[src/rtl/divider_4bit.sv]
// rtl/divider_4bit.sv - sequential unsigned restoring divider with a start/done handshake
// One shift-and-subtract per clock; a zero divisor completes in a single cycle.
module divider_4bit #(
  parameter int WIDTH = 4
) (
  input  logic             clk,
  input  logic             rst,
  input  logic             start,
  input  logic [WIDTH-1:0] dividend,
  input  logic [WIDTH-1:0] divisor,
  output logic             busy,
  output logic             done,
  output logic [WIDTH-1:0] quotient,
  output logic [WIDTH-1:0] remainder,
  output logic             div_by_zero
);

  localparam int CW = $clog2(WIDTH + 1);
  localparam logic [CW-1:0] LAST = CW'(WIDTH - 1);

  typedef enum logic [1:0] {IDLE, RUN, DONE} state_t;

  state_t           state;
  logic [WIDTH-1:0] dsr;
  logic [WIDTH-1:0] q;
  logic [WIDTH:0]   r;
  logic [CW-1:0]    cnt;

  logic [WIDTH:0]   t;
  logic [WIDTH+1:0] sum;
  logic             carry;
  logic [WIDTH:0]   r_next;
  logic [WIDTH-1:0] q_next;

  // Subtract as T + ~{0,divisor} + 1; carry-out set means no borrow (T >= divisor).
  always_comb begin
    t      = {r[WIDTH-1:0], q[WIDTH-1]};
    sum    = {1'b0, t} + {1'b0, ~{1'b0, dsr}} + (WIDTH+2)'(1);
    carry  = sum[WIDTH+1];
    r_next = carry ? sum[WIDTH:0] : t;
    q_next = {q[WIDTH-2:0], carry};
  end

  always_ff @(posedge clk) begin
    if (rst) begin
      state       <= IDLE;
      dsr         <= '0;
      q           <= '0;
      r           <= '0;
      cnt         <= '0;
      busy        <= 1'b0;
      done        <= 1'b0;
      quotient    <= '0;
      remainder   <= '0;
      div_by_zero <= 1'b0;
    end else begin
      case (state)
        IDLE, DONE: begin
          done <= 1'b0;
          if (start) begin
            dsr         <= divisor;
            q           <= dividend;
            r           <= '0;
            cnt         <= '0;
            div_by_zero <= 1'b0;
            if (divisor == '0) begin
              state       <= DONE;
              done        <= 1'b1;
              quotient    <= '1;
              remainder   <= dividend;
              div_by_zero <= 1'b1;
            end else begin
              state <= RUN;
              busy  <= 1'b1;
            end
          end else begin
            state <= IDLE;
          end
        end
        RUN: begin
          r   <= r_next;
          q   <= q_next;
          cnt <= cnt + CW'(1);
          if (cnt == LAST) begin
            state     <= DONE;
            busy      <= 1'b0;
            done      <= 1'b1;
            quotient  <= q_next;
            remainder <= r_next[WIDTH-1:0];
          end
        end
        default: begin
          state <= IDLE;
          busy  <= 1'b0;
          done  <= 1'b0;
        end
      endcase
    end
  end

endmodule

[config.mk]
export PLATFORM = sky130hd
export DESIGN_NAME = divider_4bit
export DESIGN_NICKNAME = d
export VERILOG_FILES = /design/src/rtl/divider_4bit.sv
export SDC_FILE = /design/constraint.sdc
export NUM_CORES = 1
export LEC_CHECK = 0
export CORE_MARGIN = 5
export CORE_UTILIZATION = 55
export DETAILED_ROUTE_END_ITERATION = 6
export GPL_TIMING_DRIVEN = 0
export PLACE_DENSITY = 0.94
export SLEW_MARGIN = 5
export SYNTH_ARGS = -nofsm -noshare
export SYNTH_HDL_FRONTEND = slang
export SYNTH_SLANG_ARGS = --single-unit
[constraint.sdc]
create_clock -name clk -period 4.45 [get_ports clk]
set_input_delay 0.445 -clock clk [delete_from_list [all_inputs] [get_ports clk]]
set_output_delay 0.445 -clock clk [all_outputs]
set_load 0.005 [all_outputs]
==> results of run 1 <==
[flip-flops by register name, indices dropped and copies added, names as in the netlist]
name,cells
done,1
dsr,4
state,1
quotient,4
q,4
cnt,3
busy,1
div_by_zero,1
r,4
remainder,4
[placed cells by master, fill, tap and decap left out, drive strengths merged, types with 4 or more instances in the layout]
cell | netlist | final
nand2 | 28 | 28
inv | 7 | 7
clkbuf | 4 | 7
nor2b | 4 | 4
a311oi | 7 | 7
ha | 6 | 6
buf | 4 | 4
a21oi | 12 | 12
clkdlybuf4s50 | 0 | 20
dfxtp | 27 | 27
nor2 | 22 | 22
[worst reg2reg max path, cell delays in order (launching register included)]
cell and delay, ns:
dfxtp_1 0.35, inv_1 0.08, ha_1 0.29, nor2b_1 0.14, o31a_1 0.28, nor3_1 0.35, o211ai_1 0.21, a311oi_1 0.23
[final cells by class]
cell class / count / area (um^2)
Buffer: 8 / 36.3
Sequential cell: 27 / 541
Fill cell: 179 / 679
Inverter: 7 / 26.3
Clock buffer: 3 / 22.5
Clock inverter: 1 / 5.00
Tap cell: 28 / 35.0
Multi-Input combinational cell: 108 / 646
Timing Repair Buffer: 20 / 200
[layer usage]
| metal | track usage | up-vias | share of wire |
|---|---|---|---|
| li1 | - | 572 | - |
| met1 | 0.226 | 561 | 0.39 |
| met2 | 0.334 | 39 | 0.51 |
| met3 | 0.0535 | 9 | 0.076 |
| met4 | 0.119 | 0 | 0.025 |
| met5 | 0 | - | 0 |
[power groups by stage]
stage               combinational [mW]  clock, mW  sequential, mW
floorplan                       0.0690          0           0.268
global placement                0.0959          0           0.269
detailed placement               0.101          0           0.271
CTS                              0.102      0.107           0.265
global route                     0.115      0.122           0.267
finish                           0.102      0.107           0.266
[logic make-up after synthesis]
family          share of synthesized area
simple gates                        0.219
compound gates                      0.206
flops                               0.433
buf+inv                            0.0501
fa+ha+maj                          0.0762
xor+xnor                          0.00702
mux                               0.00802
[stage by stage]
step	hold WS (ns)	cells	utilization	setup slack, ns	instance area (um^2)
floorplan	0.436	150	-	2.59	1250
global placement	0.444	198	0.677	2.24	1480
detailed placement	0.449	198	0.677	2.19	1480
CTS	0.468	202	0.690	2.42	1510
global route	0.488	202	0.690	2.22	1510
finish	0.467	202	0.690	2.43	1510
[final timing paths]
path / depth (start not counted) / slack [ns] / endpoint / startpoint
worst max-delay path: 7 / 2.43 / remainder[2]$_SDFFE_PP0P_ / dsr[1]$_SDFFE_PP0P_
worst min-delay path: 2 / 0.47 / div_by_zero$_SDFFE_PP0P_ / div_by_zero$_SDFFE_PP0P_
worst max register to register: 7 / 2.43 / remainder[2]$_SDFFE_PP0P_ / dsr[1]$_SDFFE_PP0P_
worst min register to register: 2 / 0.47 / div_by_zero$_SDFFE_PP0P_ / div_by_zero$_SDFFE_PP0P_
==> results.py, run 1 <==
metrics = {
    "cts": {
        "clk_latency_ns": 0.34,
        "cts_tree": "built",
        "cts_sinks": 27,
        "clkTransAtPathRegs_ns": 0.14,
        "postCtsSetupBuffers": 0,
        "cts-root-buf": "clkbuf_4",
        "clk_path_buf_depth": 2,
        "cts_made_buffers": 3,
        "cts_hold_buf": 0,
        "cts_resized": 0,
        "htreeDepth": 1,
    },
    "timing": {
        "setup_viol": 0,
        "hold_viol": 0,
        "fin_crit_ns": 2.02,
        "max_freq_mhz": 495,
        "finalCritPeriodShare": 0.454,
        "rsz0062_at_grt": "no",
        "slew_viol_final": 0,
        "relSlewSlack": 0.624,
        "tns_ns": 0,
        "finClkSkew_ns": 0.00844,
        "worstMarginPinSlew_ns": 0.557,
    },
    "routing": {
        "ant_nets": 0,
        "via_per_inst": 5.85,
        "dr.pass1.iters": 4,
        "drt-total-wl_um": 2980,
        "first_iter_violations": 42,
        "remaining_drc_errors": 0,
        "num_vias": 1181,
        "wl_per_cell_um": 14.8,
    },
    "critical_path": {
        "worstPathCellList": "inv_1 > ha_1 > nor2b_1 > o31a_1 > nor3_1 > o211ai_1 > a311oi_1",
        "start_kind": "flop",
        "worst-path-buf-inv": 1,
        "crit_family": "compound AO/OA/AOI/OAI gates",
        "max_stage_delay_ns": 0.35,
        "slowest_stage": "dfxtp_1",
        "worstPathArrival_ns": 2.27,
        "crit_path_end_kind": "flop",
        "crit_required_ns": 4.70,
        "critical_path_class": "reg2reg",
        "crit_fanout": 5,
    },
    "logic_synthesis": {
        "synth_seq_area_share": 0.433,
        "ys_warn_count": 0,
        "synth_top_cells_by_count": "28 x nand2_1, 27 x dfxtp_1, 22 x nor2_1",
        "synth_seq_cells": 27,
        "synthArstFlopShare": 0,
        "synth.area.top_cells": "dfxtp_1 43%, nand2_1 8.4%, nor2_1 6.6%, ha_1 6.0%, a21oi_1 4.8%",
        "yosys.area.top_type_share": 0.433,
        "synth_nets": 168,
        "yosysTopAreaCell": "dfxtp_1",
        "syn-mean-instance-area_um2": 8.32,
        "syn_inst": 150,
        "synthFlopType": "dfxtp_1",
        "ys_types": 33,
        "synthesis.area_mm2": 0.00125,
        "synth-edff-count": 0,
        "synth_most_common_cell": "nand2_1",
    },
    "pwr": {
        "p_seq_frac": 0.560,
        "p_total_mw": 0.474,
        "internal_power_mw": 0.335,
        "swShare": 0.294,
        "p_per_area_mw_per_mm2": 314,
        "p_switching_mw": 0.139,
        "irDropWorstVdd_v": 0.000311,
        "combPwrFrac": 0.215,
        "power.leakage_nw": 0.562,
        "clkPwrFrac": 0.225,
    },
    "floorplanning": {
        "num_rows": 17,
        "start_util": 0.570,
        "coreArea_mm2": 0.00219,
        "die_x_um": 57.7,
        "die_h_um": 57.7,
        "ios": 22,
        "die-area_mm2": 0.00332,
    },
    "grt": {
        "grt_max_degree": 16,
        "antenna_found_initial": 0,
        "grt_use_total": 0.199,
        "overflow": 0,
        "grt_pass1_vias": 1187,
        "grt_pass1_wl_um": 5110,
    },
    "layout": {
        "antennaDiodeCount": 0,
        "syn_to_final_growth_pct": 21.0,
        "fin_nets": 193,
        "drive_gt1_frac": 0.0575,
    },
    "min_path": {
        "min-delay-path-class": "reg2reg",
    },
    "placed_design": {
        "portBuffers": 20,
        "routabilityCongestion": 0.900,
        "hpwl_um": 2350,
    },
    "job": {
        "drv_cap": 0,
    },
    "status": {
        "outcome": "completed",
    },
}
Note: power is estimated with default switching activity, not from simulation.
==> run 2, diff against run 1 <==
--- a/config.mk
+++ b/config.mk
@@ -6,10 +6,10 @@
 export NUM_CORES = 1
 export LEC_CHECK = 0
 export CORE_MARGIN = 5
-export CORE_UTILIZATION = 55
+export CORE_UTILIZATION = 51
 export DETAILED_ROUTE_END_ITERATION = 6
 export GPL_TIMING_DRIVEN = 0
-export PLACE_DENSITY = 0.94
+export PLACE_DENSITY = 0.89
 export SLEW_MARGIN = 5
 export SYNTH_ARGS = -nofsm -noshare
 export SYNTH_HDL_FRONTEND = slang
==> constraint.sdc (replaced) <==
create_clock -name clk -period 1.9 [get_ports clk]
set_input_delay 0.19 -clock clk [delete_from_list [all_inputs] [get_ports clk]]
set_output_delay 0.19 -clock clk [all_outputs]
set_load 0.005 [all_outputs]
==> results.py, run 2 (synthesis results as in run 1) <==
metrics = {
    "status": {
        "outcome": "finished, violations left",
        "violations": "design-rule violations",
    },
    "routing": {
        "via_per_inst": 5.77,
        "remaining_drc_errors": 1,
        "first_iter_violations": 62,
        "num_vias": 1188,
        "dr.pass1.iters": 7,
        "wl_per_cell_um": 14.7,
        "ant_nets": 0,
        "drt-total-wl_um": 3040,
    },
    "timing": {
        "tns_ns": 0,
        "setup_viol": 0,
        "finalCritPeriodShare": 0.988,
        "max_freq_mhz": 533,
        "fin_crit_ns": 1.88,
        "relSlewSlack": 0.626,
        "rsz0062_at_grt": "yes",
        "worstMarginPinSlew_ns": 0.554,
        "hold_viol": 0,
        "finClkSkew_ns": 0.00868,
        "slew_viol_final": 0,
    },
    "critical_path": {
        "crit_top_cell": "o31a_1",
        "worst-path-buf-inv": 0,
        "crit_family": "compound AO/OA/AOI/OAI gates",
        "rr_worst_depth": 6,
        "crit_required_ns": 2.16,
        "worstPathCellList": "ha_4 > nor2b_4 > o31a_1 > o31a_1 > a211o_1 > a311oi_2",
        "start_kind": "flop",
        "max_stage_delay_ns": 0.38,
        "crit_fanout": 5,
        "worstPathArrival_ns": 2.14,
        "crit_path_end_kind": "flop",
        "cp_num_cells": 6,
        "slowest_stage": "dfxtp_4",
        "critical_path_class": "reg2reg",
    },
    "layout": {
        "finish.instance_area_mm2": 0.00158,
        "final_cell_mix": "28 x nand2_1, 24 x dfxtp_1, 22 x nor2_1",
        "fillerInstances": 191,
        "antennaDiodeCount": 0,
        "multiInputGateArea_um2": 683,
        "regArea_um2": 547,
        "drive_gt1_frac": 0.114,
        "fin_nets": 195,
        "syn_to_final_growth_pct": 26.2,
        "final_cells": 206,
        "final_common_cell": "nand2_1",
    },
    "min_path": {
        "min-delay-path-class": "in2reg",
        "whs_path_depth": 2,
    },
    "floorplanning": {
        "start_util": 0.518,
        "num_rows": 18,
        "coreArea_mm2": 0.00241,
        "die_h_um": 59.5,
        "ios": 22,
        "die-area_mm2": 0.00354,
        "die_x_um": 59.5,
    },
    "cts": {
        "clkTransAtPathRegs_ns": 0.16,
        "clk_latency_ns": 0.33,
        "clk_path_buf_depth": 2,
        "cts-root-buf": "clkbuf_4",
        "htreeDepth": 1,
        "cts_made_buffers": 3,
        "cts_tree": "built",
        "cts_sinks": 27,
    },
    "pwr": {
        "power.leakage_nw": 0.583,
        "irDropWorstVdd_v": 0.000645,
        "p_total_mw": 1.15,
        "p_per_area_mw_per_mm2": 728,
    },
    "grt": {
        "grt_pass1_wl_um": 5150,
        "overflow": 0,
        "grt_use_total": 0.189,
        "grt_pass1_vias": 1197,
        "antenna_found_initial": 0,
        "grt_max_degree": 17,
    },
    "placed_design": {
        "hpwl_um": 2230,
        "portBuffers": 20,
        "dpl_cell_area_mm2": 0.00149,
        "routabilityCongestion": 0.812,
        "place_inst": 200,
    },
    "job": {
        "drv_cap": 0,
    },
}
## run 2: changes by cell type in the layout (fill, tap and decap cells not counted), moves of 2 or more
cell     previous run  this run
dfxtp_1            27        24
buf_4               1         3
dfxtp_2             0         2
ha_1                6         4
ha_4                0         2
## run 2: metrics by stage
stage / worst slack (ns) / utilization / hold slack (ns)
floorplan: 0.0384 / - / 0.326
global placement: -0.0422 / 0.617 / 0.444
detailed placement: -0.122 / 0.617 / 0.450
CTS: -0.0392 / 0.648 / 0.249
global route: -0.0351 / 0.654 / 0.276
finish: 0.0235 / 0.654 / 0.235
## run 2: layer usage
layer	global-route usage	wire, um	vias to the layer above	part of all wire
met5	0	0	-	0
met4	0.0874	102	0	0.034
met3	0.0349	185	12	0.061
met2	0.329	1530	48	0.50
met1	0.221	1220	552	0.40
li1	-	-	576	-
## run 2: where the power goes
group | switching [mW] | internal (mW)
Combinational | 0.143 | 0.123
Clock | 0.178 | 0.0805
Sequential | 0.0232 | 0.599
## run 2: cell type report
class | instances | share of cell area
Buffer | 8 | 0.0230
Clock buffer | 3 | 0.0143
Clock inverter | 1 | 0.00477
Inverter | 7 | 0.0167
Multi-Input combinational cell | 108 | 0.434
Sequential cell | 27 | 0.347
Tap cell | 30 | 0.0238
Timing Repair Buffer | 22 | 0.137
## run 2: path summary, 6_finish.rpt
path / end / slack (ns) / startpoint
setup / recovery: remainder[0]$_SDFFE_PP0P_ / 0.02 / r[0]$_SDFFE_PP0P_
hold reg to reg: dsr[3]$_SDFFE_PP0P_ / 0.47 / dsr[3]$_SDFFE_PP0P_
setup reg to reg: remainder[0]$_SDFFE_PP0P_ / 0.02 / r[0]$_SDFFE_PP0P_
hold / removal: busy$_SDFFE_PP0P_ / 0.24 / rst
## run 2: timing repair
action / in CTS / in global routing
setup buffers: 2 / 0
hold buffers: 0 / 0
endpoints found under the setup margin: 6 / 7
gates resized for setup: 9 / 1
pin swaps: 5 / 5
